--- src/rtl/mux2_arb_pkg.sv ---
// mux2_arb_pkg
//   Shared definitions for the two-requester output-path arbiter:
//   FSM state encoding, arbitration policy constants and the hold-counter
//   width helper.
package mux2_arb_pkg;

    typedef enum logic [1:0] {
        ST_IDLE = 2'd0,
        ST_GNT0 = 2'd1,
        ST_GNT1 = 2'd2
    } state_t;

    localparam int POL_FIXED = 0;
    localparam int POL_RR    = 1;

    // Hold counter width: $clog2(MAX_HOLD+1), never less than one bit.
    function automatic int hold_cnt_width(input int max_hold);
        int w;
        w = (max_hold > 0) ? $clog2(max_hold + 1) : 1;
        return (w < 1) ? 1 : w;
    endfunction

endpackage

--- src/rtl/mux2_hold_timer.sv ---
// mux2_hold_timer
//   Counts consecutive cycles a grant has been held. Saturates at
//   MAX_HOLD-1; o_expired is high while the count sits at that value.
//   Ports:
//     clk       rising-edge clock
//     rst       synchronous active-high reset
//     i_clr     clear the count (grant entry)
//     i_en      advance the count (grant held for another cycle)
//     o_expired count has reached MAX_HOLD-1
module mux2_hold_timer
    import mux2_arb_pkg::*;
#(
    parameter int MAX_HOLD = 4
) (
    input  logic clk,
    input  logic rst,
    input  logic i_clr,
    input  logic i_en,
    output logic o_expired
);

    localparam int              CW    = hold_cnt_width(MAX_HOLD);
    localparam logic [CW-1:0]   LIMIT = CW'(MAX_HOLD - 1);

    logic [CW-1:0] r_cnt;

    always_ff @(posedge clk) begin
        if (rst || i_clr) begin
            r_cnt <= '0;
        end else if (i_en && (r_cnt != LIMIT)) begin
            r_cnt <= r_cnt + 1'b1;
        end
    end

    assign o_expired = (r_cnt == LIMIT);

endmodule

--- src/rtl/mux2_arbiter.sv ---
// mux2_arbiter
//   Two-requester arbiter that owns the select of a shared 2:1 mux.
//   Grants are registered (no combinational req->gnt path), held until the
//   owner releases or the hold limit expires with the other side waiting.
//   Ports:
//     clk, rst          clock, synchronous active-high reset
//     req0, req1        requests for the output path
//     data0, data1      source data
//     gnt0, gnt1        registered grants (never both high)
//     sel               registered mux select (1 = data1)
//     out_valid         gnt0 | gnt1
//     out_data          selected data, zero when out_valid is low
module mux2_arbiter
    import mux2_arb_pkg::*;
#(
    parameter int WIDTH    = 8,
    parameter int USE_RR   = 1,
    parameter int MAX_HOLD = 4
) (
    input  logic             clk,
    input  logic             rst,
    input  logic             req0,
    input  logic             req1,
    input  logic [WIDTH-1:0] data0,
    input  logic [WIDTH-1:0] data1,
    output logic             gnt0,
    output logic             gnt1,
    output logic             sel,
    output logic             out_valid,
    output logic [WIDTH-1:0] out_data
);

    state_t r_state;
    state_t w_next;
    logic   r_gnt0;
    logic   r_gnt1;
    logic   r_sel;
    logic   r_last_gnt;
    logic   w_tie_to1;
    logic   w_expired;
    logic   w_entry;
    logic   w_stay;

    // Tie resolution in IDLE: round-robin flips away from the last owner,
    // fixed priority always favours requester 0.
    generate
        if (USE_RR == POL_RR) begin : g_rr
            assign w_tie_to1 = ~r_last_gnt;
        end else begin : g_fixed
            assign w_tie_to1 = 1'b0;
        end
    endgenerate

    always_comb begin
        w_next = r_state;
        unique case (r_state)
            ST_IDLE: begin
                if (req0 && req1) begin
                    w_next = w_tie_to1 ? ST_GNT1 : ST_GNT0;
                end else if (req0) begin
                    w_next = ST_GNT0;
                end else if (req1) begin
                    w_next = ST_GNT1;
                end else begin
                    w_next = ST_IDLE;
                end
            end
            ST_GNT0: begin
                if (!req0) begin
                    w_next = req1 ? ST_GNT1 : ST_IDLE;
                end else if (req1 && w_expired) begin
                    w_next = ST_GNT1;
                end else begin
                    w_next = ST_GNT0;
                end
            end
            ST_GNT1: begin
                if (!req1) begin
                    w_next = req0 ? ST_GNT0 : ST_IDLE;
                end else if (req0 && w_expired) begin
                    w_next = ST_GNT0;
                end else begin
                    w_next = ST_GNT1;
                end
            end
            default: w_next = ST_IDLE;
        endcase
    end

    // Entry covers both IDLE->GRANT and a direct GRANT->GRANT handover.
    assign w_entry = (w_next != r_state) && (w_next != ST_IDLE);
    assign w_stay  = (w_next == r_state) && (r_state != ST_IDLE);

    generate
        if (MAX_HOLD > 0) begin : g_hold
            mux2_hold_timer #(
                .MAX_HOLD (MAX_HOLD)
            ) u_hold_timer (
                .clk       (clk),
                .rst       (rst),
                .i_clr     (w_entry),
                .i_en      (w_stay),
                .o_expired (w_expired)
            );
        end else begin : g_no_hold
            assign w_expired = 1'b0;
        end
    endgenerate

    always_ff @(posedge clk) begin
        if (rst) begin
            r_state    <= ST_IDLE;
            r_gnt0     <= 1'b0;
            r_gnt1     <= 1'b0;
            r_sel      <= 1'b0;
            r_last_gnt <= 1'b1;
        end else begin
            r_state <= w_next;
            r_gnt0  <= (w_next == ST_GNT0);
            r_gnt1  <= (w_next == ST_GNT1);
            r_sel   <= (w_next == ST_GNT1);
            if (w_entry) begin
                r_last_gnt <= (w_next == ST_GNT1);
            end
        end
    end

    assign gnt0      = r_gnt0;
    assign gnt1      = r_gnt1;
    assign sel       = r_sel;
    assign out_valid = r_gnt0 | r_gnt1;
    assign out_data  = out_valid ? (r_sel ? data1 : data0) : '0;

endmodule

--- config.mk ---
export PLATFORM = sky130hd
export DESIGN_NAME = mux2_arbiter
export DESIGN_NICKNAME = d
export VERILOG_FILES = /design/src/rtl/mux2_arb_pkg.sv /design/src/rtl/mux2_hold_timer.sv /design/src/rtl/mux2_arbiter.sv
export SDC_FILE = /design/constraint.sdc
export NUM_CORES = 1
export LEC_CHECK = 0
export CAP_MARGIN = 40
export CORE_UTILIZATION = 36
export CTS_CLUSTER_DIAMETER = 80
export DETAILED_ROUTE_END_ITERATION = 7
export PLACE_DENSITY = 0.81
export SLEW_MARGIN = 10
export SYNTH_ARGS = -nofsm -noshare
export SYNTH_HDL_FRONTEND = slang
export SYNTH_SLANG_ARGS = --single-unit
export TNS_END_PERCENT = 5
--- constraint.sdc ---
create_clock -name clk -period 1.9 [get_ports clk]
set_clock_uncertainty 0.05 [all_clocks]
set_input_delay 0.285 -clock clk [delete_from_list [all_inputs] [get_ports clk]]
set_output_delay 0.285 -clock clk [all_outputs]
set_load 0.05 [all_outputs]
==> key figures, run 1 <==
Placement
  – Final Wtd Congestion: 0.677
  – Port bufs: 31
  – Setup WS pre-CTS: 0.148 ns
  – HPWL after DPL: between 1000 and 1500 um
  – Placed Cells incl. Taps: 114

Hold path
  – Min-delay worst type: flip-flop to flip-flop

Timing
  – Count of pins over their slew limit: 0
  – Slew @ Worst Pin: 0.313 ns
  – Rel. slew slack: 0.791
  – Final Cycle Share: 0.869
  – Setup ws final: about 0.25 ns
  – RSZ-0062 raised after global routing: false
  – Hold Fails Final Rpt: 0
  – Post-route setup TNS: 0 ns
  – Highest clock rate: ~0.61 GHz
  – Final Critical Period: 1.65 ns
  – Setup violators final: 0

Drt
  – Final wirelength: 1490 um
  – DRC errors left: 0
  – Vias per cell: 5.31
  – Via Count: 621
  – WL/cell: 12.7 um
  – DR iter-0 viols: 11
  – Antenna-violating nets left: 0
  – Pre-antenna DRT Iters: 4

Setup path
  – CP required: 1.98 ns
  – Max FO, Critical Path: 7
  – Critical path class: flip-flop to flip-flop
  – Delay-heaviest family, CP: adder cells
  – Worst path most repeated cell: ha_1
  – CP Buf/Inv Count: 0
  – Worst path cell trace: ha_1 -> ha_1 -> mux2i_1 -> a221o_1 -> a21oi_1
  – Crit start category: flip-flop
  – Worst path arrival time: 1.73 ns
  – Worst Setup End Kind: flip-flop
  – Max incr delay on CP: around 0.35 ns
  – Slowest-stage cell, CP: dfxtp_1

Final layout
  – Antenna diode count: 0
  – Commonest non-fill, non-tap cell in the layout: clkdlybuf4s50_1
  – Final Non-Filler Cells: 117
  – Layout area overhead: 80.9%
  – Share of cells above drive strength 1: 0.216
  – Most frequent cells in the layout: clkdlybuf4s50_1, nand2_1, buf_12, dfxtp_1
  – Final nets: about 130

Power
  – Tot Pwr: roughly 0.58 mW
  – Worst vdd ir: about 0.00060 V
  – Pwr dens: a little under 600 nW/um^2
  – Switch share: 0.344
  – P_sw: 0.199 mW
  – Sequential power share: 0.330
  – Clock share of power: 0.225
  – Combinational power share: 0.445
  – Leak Pwr: 0.378 nW
  – Int Power: 0.378 mW

Logic synthesis
  – Synth Register Bits: 8
  – Synth warnings: 0
  – Mapped cell area: 537 um^2
  – Yosys cell types: 25
  – Net count after synthesis: 95
  – Sequential fraction of the synthesis area: 0.298
  – Post-synthesis cell count: between 70 and 80
  – Syn Area/Cell: approximately 7.4 um^2

Global routing
  – Gr ovfl total: 0
  – First-pass GRT wire length: 2130 um
  – Gr usage total: 0.200
  – Largest net degree at the start of global routing: 20
  – Initial antenna violation count: 0
  – Vias in the first global route: 531

Clocking
  – TritonCTS buffer count: 3
  – Post-CTS setup buffer count: 0
  – Clk root buf: clkbuf_4
  – Clk buf depth: 2
  – Clock latency on the worst-skew pair: about 0.25 ns
  – Htree depth: 1
  – TritonCTS Sinks: 8
  – # hold bufs at CTS: 0
  – CTS resizes: 0
  – TritonCTS clock tree: yes
  – Clock transition at path regs: approximately 0.05 ns

Flow run
  – Max-Cap Viols: 0

Outcome
  – Status: finished, final reports clean

Die
  – Core area: 1350 um^2
  – Num rows: 13
  – Num ports: 32
  – Starting Density: 0.398
  – Die extent in y: 40.6 um
  – Die ar.: approximately 1600 um^2
  – Die width: 40.6 um
[metrics by stage]
step           area [um^2]  hold slack, ns   util
2_1_floorplan          541           0.324      -
3_3_place_gp           948           0.429  0.703
3_5_place_dp           948           0.448  0.703
4_1_cts                971           0.461  0.719
5_1_grt                971           0.512  0.719
6_report               971           0.458  0.719
[flip-flops by register name (all words and copies together), names as in the netlist]
signal,cells
r_last_gnt,1
gnt0,1
sel,1
r_state,2
g_hold.u_hold_timer.r_cnt,3
[layout make-up]
cell class / instances / area, um^2
sequential: 8 / 160
multi-input combinational: 57 / 337
clock buffer: 3 / 22.5
timing repair buffer: 32 / 425
fill: 101 / 379
inverter: 2 / 7.51
tap: 15 / 18.8
[path summary, 6_finish.rpt]
kind,depth (start not counted),slack (ns),end,start
min,2,0.46,g_hold.u_hold_timer.r_cnt[1],g_hold.u_hold_timer.r_cnt[1]
min reg2reg,2,0.46,g_hold.u_hold_timer.r_cnt[1],g_hold.u_hold_timer.r_cnt[1]
max,5,0.25,r_state[1],g_hold.u_hold_timer.r_cnt[0]
max reg2reg,5,0.25,r_state[1],g_hold.u_hold_timer.r_cnt[0]
[synth_stat cells, drive strengths merged]
cell / count / share of area
o21ai: 10 / 0.10
dfxtp: 8 / 0.30
nand3b: 2 / 0.028
or2: 1 / 0.012
a211o: 2 / 0.033
nand2: 18 / 0.13
o31ai: 1 / 0.014
clkbuf: 4 / 0.033
a22oi: 1 / 0.014
buf: 2 / 0.035
inv: 2 / 0.014
ha: 2 / 0.047
nor2: 4 / 0.028
nand2b: 1 / 0.016
mux2i: 2 / 0.037
xnor2: 1 / 0.016
o21a: 1 / 0.014
a221o: 1 / 0.019
nor2b: 1 / 0.012
a211oi: 1 / 0.023
a21oi: 8 / 0.082
[routing by layer]
layer	global-route usage	part of all wire	routed length (um)
met2	0.365	0.47	697
met5	0	0	0
met3	0.0435	0.13	199
met1	0.188	0.38	560
met4	0.167	0.019	28
[tightest hold or removal path, cell delays in order (launching register included)]
cell and delay [ns]:
dfxtp_1 0.33, mux2i_1 0.07, nor2_1 0.07
[logic make-up after synthesis]
family | Yosys count | synth area share
DFF | 8 | 0.298
xor gates and xnor gates | 1 | 0.0163
adders and majority gates | 2 | 0.0466
AOI/OAI and AO/OA | 25 | 0.298
muxes | 2 | 0.0373
buffers and inverters | 8 | 0.0816
and+or+nand+nor | 27 | 0.221
[power groups by stage]
stage,combinational (mW),sequential [mW],clock [mW]
after floorplan,0.123,0.198,0
after global placement,0.252,0.193,0
after detailed placement,0.256,0.194,0
after CTS,0.258,0.190,0.136
after global routing,0.272,0.192,0.138
final,0.257,0.190,0.130
Power figures use the tool's default switching activity.
==> inputs of run 2 (changes only) <==
ABC_AREA = 1   (was not set)
CORE_UTILIZATION = 37   (was 36)
PLACE_DENSITY = 0.8   (was 0.81)
==> run 2 against run 1 <==
Sequential cell count stayed put. Final cell count grew 24%. Largest power group unchanged. Global-route usage shrank 0.95 points. Critical endpoint is now g_hold.u_hold_timer.r_cnt[0]. Largest cell class unchanged. Non-clock buffer count unchanged. Final area grew 4.0%. Critical path type unchanged.
==> key figures, run 2 <==
Power
  – Leak Pwr: 0.501 nW (+32%)
  – Worst vdd ir: 0.000560 V (-7.1%)
  – Pwr dens: 852 nW/um^2 (+43%)

Global routing
  – First-pass GRT wire length: 2620 um (+23%)
  – Vias in the first global route: 656 (+24%)
  – Gr ovfl total: 0 (unchanged)
  – Largest net degree at the start of global routing: 11 (-45%)
  – Initial antenna violation count: 0 (unchanged)
  – Gr usage total: 0.191 (-0.00946)

Setup path
  – Worst Setup End Kind: flip-flop
  – Slowest-stage cell, CP: dfxtp_1
  – Critical path class: flip-flop to flip-flop
  – Max FO, Critical Path: 5 (-2)
  – Worst path cell trace: ha_1 -> ha_1 -> inv_1 -> nand2_1 -> nand2_1 -> nand3_2 -> nand2_4 -> nand2_2 -> nand2_4 -> nand2_2 -> nand2_2 -> nand2_2 -> a21oi_1
  – Worst path most repeated cell: nand2_2
  – Crit start category: flip-flop
  – Delay-heaviest family, CP: simple AND/OR/NAND/NOR gates
  – CP required: 2.03 ns (+0.05 ns)
  – Worst path arrival time: 1.87 ns (+0.14 ns)
  – Max incr delay on CP: 0.32 ns (-0.03 ns)
  – CP Buf/Inv Count: 1 (+1)

Clocking
  – Clk buf depth: 2 (unchanged)
  – Clock transition at path regs: 0.05 ns (about the same)
  – Clock latency on the worst-skew pair: 0.26 ns (about the same)
  – TritonCTS buffer count: 3 (unchanged)
  – Clk root buf: clkbuf_4
  – Htree depth: 1 (unchanged)
  – TritonCTS clock tree: yes
  – TritonCTS Sinks: 8 (unchanged)
  – Post-CTS setup buffer count: 0 (unchanged)

Timing
  – Count of pins over their slew limit: 0 (unchanged)
  – Setup ws final: 0.157 ns (-0.0916 ns)
  – Highest clock rate: 0.574 GHz (-5.3%)
  – Rel. slew slack: 0.769 (-0.0223)
  – Final Critical Period: 1.74 ns (+0.0916 ns)
  – Hold slack final: 0.405 ns (-0.0522 ns)
  – Hold Fails Final Rpt: 0 (unchanged)
  – Slew @ Worst Pin: 0.346 ns (+0.0334 ns)
  – Final Cycle Share: 0.917 (+0.0482)
  – Post-route setup TNS: 0 ns (unchanged)
  – Setup violators final: 0 (unchanged)

Final layout
  – Final nets: 153 (+21%)
  – Final core utilization: 0.678 (-0.0410)
  – Share of cells above drive strength 1: 0.217 (+0.00137)
  – Biggest regs: g_hold.u_hold_timer.r_cnt (3), r_state (2)
  – Most flops, register: g_hold.u_hold_timer.r_cnt
  – Commonest non-fill, non-tap cell in the layout: nand2_1
  – Most frequent cells in the layout: nand2_1, clkdlybuf4s50_1, inv_1, nor2_1
  – Antenna diode count: 0 (unchanged)
  – Layout area overhead: 71.7%
  – Final std cell area, no fill: 1010 um^2 (+4.0%)
  – Fillers: 123 (+22%)
  – Max reg flops: 3 (unchanged)

Logic synthesis
  – Most frequent cell after synthesis: nand2_1
  – Top FF cell, synth: dfxtp_1
  – Ys async rst share: 0 (unchanged)
  – Syn Area/Cell: 6.06 um^2 (-18%)
  – EDFF count, synth: 0 (unchanged)
  – Synth warnings: 0 (unchanged)
  – Mapped cell area: 588 um^2 (+9.6%)
  – Post-synthesis cell count: 97 (+33%)
  – Yosys cell types: 19 (-24%)
  – Area leader, netlist: dfxtp_1
  – Share of the synthesized area in the top cell type: 0.272 (-0.0260)
  – Synth Register Bits: 8 (unchanged)
  – Sequential fraction of the synthesis area: 0.272 (-0.0260)
  – Post-synth top cells: nand2_1, nor2_1, inv_1
  – Top post-synthesis cells by area: dfxtp_1, nand2_1, nor2_1
  – Net count after synthesis: 119 (+25%)

Placement
  – Final Wtd Congestion: 0.825 (+22%)
  – Setup WS pre-CTS: 0.119 ns (-0.0299 ns)
  – Cell Area, Placed: 982 um^2 (+3.6%)
  – Port bufs: 31 (unchanged)
  – HPWL after DPL: 1270 um (+12%)

Drt
  – Vias per cell: 4.83 (-8.9%)
  – WL/cell: 11.2 um (-12%)
  – DRC errors left: 0 (unchanged)
  – Via Count: 701 (+13%)
  – Pre-antenna DRT Iters: 4 (unchanged)
  – Final wirelength: 1630 um (+9.5%)
  – Antenna-violating nets left: 0 (unchanged)
  – DR iter-0 viols: 14 (+3)

Hold path
  – Min-delay worst type: flip-flop to flip-flop

Die
  – Die ar.: 1750 um^2 (+6.3%)
  – Num ports: 32 (unchanged)
  – Starting Density: 0.395 (-0.00263)
  – Num rows: 14 (+1)
  – Die extent in y: 41.9 um (+3.1%)
  – Die width: 41.9 um (+3.1%)
  – Core area: 1490 um^2 (+10%)

Flow run
  – Max-Cap Viols: 0 (unchanged)

Outcome
  – Status: finished, final reports clean
## run 2: cell count changes after synthesis, moves of 4 or more
cell,previous run,this run
inv_1,2,12
nand4_1,0,4
nand2_2,0,7
nor2_1,4,13
nand2_1,18,26
nand3_1,0,7
o21ai_0,9,2
## run 2: timing repair
item | 4_1_cts | 5_1_grt
hold buffers | 0 | 0
setup endpoints to repair | 0 | 1
gates resized for setup | 0 | 1
## run 2: path summary, 6_finish.rpt
path                                     start                           end  slack (ns)  depth (start not counted)
setup / recovery  g_hold.u_hold_timer.r_cnt[0]  g_hold.u_hold_timer.r_cnt[0]        0.16                         13
hold / removal    g_hold.u_hold_timer.r_cnt[2]  g_hold.u_hold_timer.r_cnt[2]        0.41                          2
setup reg to reg  g_hold.u_hold_timer.r_cnt[0]  g_hold.u_hold_timer.r_cnt[0]        0.16                         13
hold reg to reg   g_hold.u_hold_timer.r_cnt[2]  g_hold.u_hold_timer.r_cnt[2]        0.41                          2
## run 2: metal layers
metal	GRT usage	vias to the layer above	wire length, um
met4	0.0968	0	18
met5	0	-	0
met3	0.0261	2	134
met1	0.211	293	668
met2	0.350	34	805
li1	-	372	-
## run 2: cell type report
cell class / instances / area, um^2 / share of cell area
inverter: 14 / 52.6 / 0.0520
tap: 16 / 20.0 / 0.0198
timing repair buffer: 32 / 388 / 0.384
sequential: 8 / 160 / 0.159
clock buffer: 3 / 22.5 / 0.0223
multi-input combinational: 72 / 367 / 0.363
## run 2: worst register-to-register path, delay by kind of cell (launching register included)
family / cells / cell delay, ns
compound gates: 1 / 0.14
fa+ha+maj: 2 / 0.41
buf+inv: 1 / 0.07
flops: 1 / 0.32
simple gates: 9 / 0.67
## run 2: cell families after synthesis
kind of cell             Yosys count  synth area share
AND/OR/NAND/NOR                   61             0.489
buffers and inverters             17             0.117
AO/OA/AOI/OAI                      9            0.0787
flip-flops                         8             0.272
adder cells (fa/ha/maj)            2            0.0425
## run 2: through the flow
step	total power [mW]	std cells
3_3_place_gp	0.721	142
6_report	0.861	145
5_1_grt	0.907	145
3_5_place_dp	0.729	142
2_1_floorplan	0.516	97
4_1_cts	0.860	145
## run 2: power by group
part	leakage, nW	switching [mW]	internal, mW
combinational	0.421	0.304	0.217
clock	0.0138	0.0571	0.0722
sequential	0.0656	0.0219	0.188
total	0.501	0.383	0.477
==> inputs of run 3 (changes only) <==
SYNTH_HIERARCHICAL = 1   (was not set)
==> run 3 against run 2 <==
Sequential share of layout area fell by 0.88 points. Global-route usage decreased by 0.41 points. Clock power is 6% lower. Via count increased by 6.3%. Critical endpoint is now g_hold.u_hold_timer/r_cnt[0]. Die area up 0.81%. Final cell count rose by 4.8%. Synthesized cell count grew 3.1%.
==> key figures, run 3 <==
Timing
  – Rel. slew slack: 0.786 (+0.0176)
  – Final Cycle Share: 0.946 (+0.0285)
  – Post-route setup TNS: 0 ns (unchanged)
  – Setup violators final: 0 (unchanged)
  – Setup ws final: 0.103 ns (-0.0542 ns)
  – Highest clock rate: 0.556 GHz (-3.0%)
  – Count of pins over their slew limit: 0 (unchanged)
  – Final Critical Period: 1.80 ns (+0.0542 ns)
  – Hold Fails Final Rpt: 0 (unchanged)
  – Slew @ Worst Pin: 0.319 ns (-0.0272 ns)

Logic synthesis
  – Post-synthesis cell count: 100 (+3.1%)
  – Top post-synthesis cells by area: dfxtp_1, nand2_1, nand3_1
  – Syn Area/Cell: 5.93 um^2 (-2.2%)
  – Top FF cell, synth: dfxtp_1
  – Net count after synthesis: 122 (+2.5%)
  – Area leader, netlist: dfxtp_1
  – Post-synth top cells: nand2_1, nor2_1, inv_1
  – EDFF count, synth: 0 (unchanged)
  – Most frequent cell after synthesis: nand2_1
  – Ys async rst share: 0 (unchanged)
  – Yosys cell types: 15 (-4)
  – Synth warnings: 6 (+6)
  – Share of the synthesized area in the top cell type: 0.270 (-0.00230)
  – Sequential fraction of the synthesis area: 0.270 (-0.00230)
  – Synth Register Bits: 8 (unchanged)
  – Mapped cell area: 593 um^2 (+0.85%)

Clocking
  – Clock latency on the worst-skew pair: 0.24 ns (-0.02 ns)
  – Post-CTS setup buffer count: 0 (unchanged)
  – TritonCTS buffer count: 3 (unchanged)
  – Clk root buf: clkbuf_4
  – TritonCTS Sinks: 8 (unchanged)
  – Clk buf depth: 2 (unchanged)
  – # hold bufs at CTS: 0 (unchanged)
  – TritonCTS clock tree: yes
  – Clock transition at path regs: 0.05 ns (about the same)
  – Htree depth: 1 (unchanged)

Final layout
  – Antenna diode count: 0 (unchanged)
  – Commonest non-fill, non-tap cell in the layout: nand2_1
  – Layout area overhead: 81.6%
  – Final nets: 160 (+4.6%)
  – Final std cell area, no fill: 1080 um^2 (+6.7%)
  – Max reg flops: 3 (unchanged)
  – Share of cells above drive strength 1: 0.287 (+0.0697)
  – Most frequent cells in the layout: nand2_1, clkdlybuf4s50_1, inv_1, nand3_1, nor2_1
  – Final Non-Filler Cells: 152 (+4.8%)
  – Biggest regs: g_hold.u_hold_timer/r_cnt (3), r_state (2)
  – Most flops, register: g_hold.u_hold_timer/r_cnt

Placement
  – Port bufs: 31 (unchanged)
  – Placed Cells incl. Taps: 149 (+4.9%)
  – Cell Area, Placed: 1020 um^2 (+3.7%)
  – Final Wtd Congestion: 0.778 (-5.7%)
  – HPWL after DPL: 1380 um (+8.8%)
  – Setup WS pre-CTS: -0.107 ns (-0.226 ns)

Die
  – Die ar.: 1770 um^2 (+0.81%)
  – Die width: 42.0 um (+0.41%)
  – Num rows: 14 (unchanged)
  – Starting Density: 0.394 (-0.00127)
  – Num ports: 32 (unchanged)
  – Die extent in y: 42.0 um (+0.41%)
  – Core area: 1510 um^2 (+1.2%)

Flow run
  – Max-Cap Viols: 0 (unchanged)

Setup path
  – Worst path arrival time: 1.92 ns (+0.05 ns)
  – Critical path class: flip-flop to flip-flop
  – Max FO, Critical Path: 4 (-1)
  – Crit start category: flip-flop
  – Worst R2R Path Depth: 13 (unchanged)
  – Reg-to-reg endpoint: g_hold.u_hold_timer/r_cnt[0]
  – Worst Setup End Kind: flip-flop
  – Worst path most repeated cell: nand3_2
  – CP required: 2.03 ns (about the same)
  – Max incr delay on CP: 0.33 ns (about the same)
  – Reg2reg setup slack: 0.10 ns (-0.05 ns)
  – Worst path cell trace: ha_2 -> ha_4 -> nand2_2 -> nand2_1 -> nand3_2 -> nand3_2 -> nand2_1 -> nand3_2 -> nor2_4 -> inv_2 -> nor2_4 -> nor2_1 -> nor2_1
  – Worst Setup SP: g_hold.u_hold_timer/r_cnt[0]
  – Delay-heaviest family, CP: simple AND/OR/NAND/NOR gates
  – Slowest-stage cell, CP: dfxtp_2
  – Reg-to-reg startpoint: g_hold.u_hold_timer/r_cnt[0]
  – CP Buf/Inv Count: 1 (unchanged)

Hold path
  – Hold_sp: r_last_gnt
  – Min-Delay Endpoint: r_last_gnt
  – Hold Path Depth: 2 (unchanged)
  – Min-delay worst type: flip-flop to flip-flop

Drt
  – Pre-antenna DRT Iters: 4 (unchanged)
  – Antenna-violating nets left: 0 (unchanged)
  – DRC errors left: 0 (unchanged)
  – Via Count: 745 (+6.3%)
  – Final wirelength: 1690 um (+4.1%)
  – DR iter-0 viols: 20 (+6)
  – WL/cell: 11.1 um (-0.74%)
  – Vias per cell: 4.90 (+1.4%)

Outcome
  – Status: finished, final reports clean

Global routing
  – Vias in the first global route: 671 (+2.3%)
  – Gr usage total: 0.187 (-0.00411)
  – Largest net degree at the start of global routing: 11 (unchanged)
  – First-pass GRT wire length: 2670 um (+2.1%)
  – Gr ovfl total: 0 (unchanged)
  – Initial antenna violation count: 0 (unchanged)

Power
  – Worst vdd ir: 0.000570 V (+1.8%)
  – Pwr dens: 860 nW/um^2 (+0.87%)
  – Tot Pwr: 0.926 mW (+7.6%)
  – Leak Pwr: 0.531 nW (+6.0%)
[run 3: changes by cell type after synthesis, sizes merged, moves of 2 or more]
cell / change
nand3: +9
a21oi: -2
nor2: +6
nand2: -7
inv: +4
o21ai: -2
nand4: -4
[run 3: tightest hold or removal path, stage by stage, from the launching register on]
cell and delay [ns]:
dfxtp_1 0.33, nand2_1 0.08, nand2_1 0.04
[run 3: repair_timing]
item	4_1_cts	5_1_grt
setup endpoints to repair	3	3
pin swaps	0	4
gates resized for setup	2	8
[run 3: final cells by class]
type / instances / area [um^2]
Fill cell: 119 / 429
Timing Repair Buffer: 36 / 418
Multi-Input combinational cell: 72 / 392
Sequential cell: 8 / 161
Inverter: 17 / 63.8
Clock buffer: 3 / 22.5
Tap cell: 16 / 20.0
[run 3: worst max path at each step]
stage / end / slack [ns] / depth (start not counted)
after floorplan: out_data[1] / -0.09 / 3
after global placement: g_hold.u_hold_timer/r_cnt[1] / -0.03 / 11
after detailed placement: g_hold.u_hold_timer/r_cnt[2] / -0.11 / 11
after CTS: g_hold.u_hold_timer/r_cnt[2] / 0.006 / 12
after global routing: g_hold.u_hold_timer/r_cnt[2] / -0.06 / 12
final: g_hold.u_hold_timer/r_cnt[0] / 0.10 / 13
[run 3: cells by family after synthesis]
logic type,Yosys count,share of synthesized area
flops,8,0.270
fa+ha+maj,2,0.0422
buf+inv,20,0.133
compound gates,5,0.0464
simple gates,65,0.508
[run 3: power breakdown]
part	switching [mW]	internal [mW]	leakage [nW]
Combinational	0.324	0.254	0.451
Sequential	0.0320	0.196	0.0662
Clock	0.0489	0.0717	0.0138
[run 3: per-layer routing]
layer / up-vias / global-route usage / wire (um)
met5: - / 0 / 0
met2: 26 / 0.369 / 926
met3: 2 / 0.0302 / 79
met1: 336 / 0.208 / 664
met4: 0 / 0.0375 / 23
li1: 381 / - / -
[run 3: metrics by stage]
step                utilization  hold slack [ns]
finish                    0.715            0.441
global route              0.715            0.471
CTS                       0.694            0.427
detailed placement        0.676            0.420
global placement          0.676            0.403
floorplan                     -            0.331
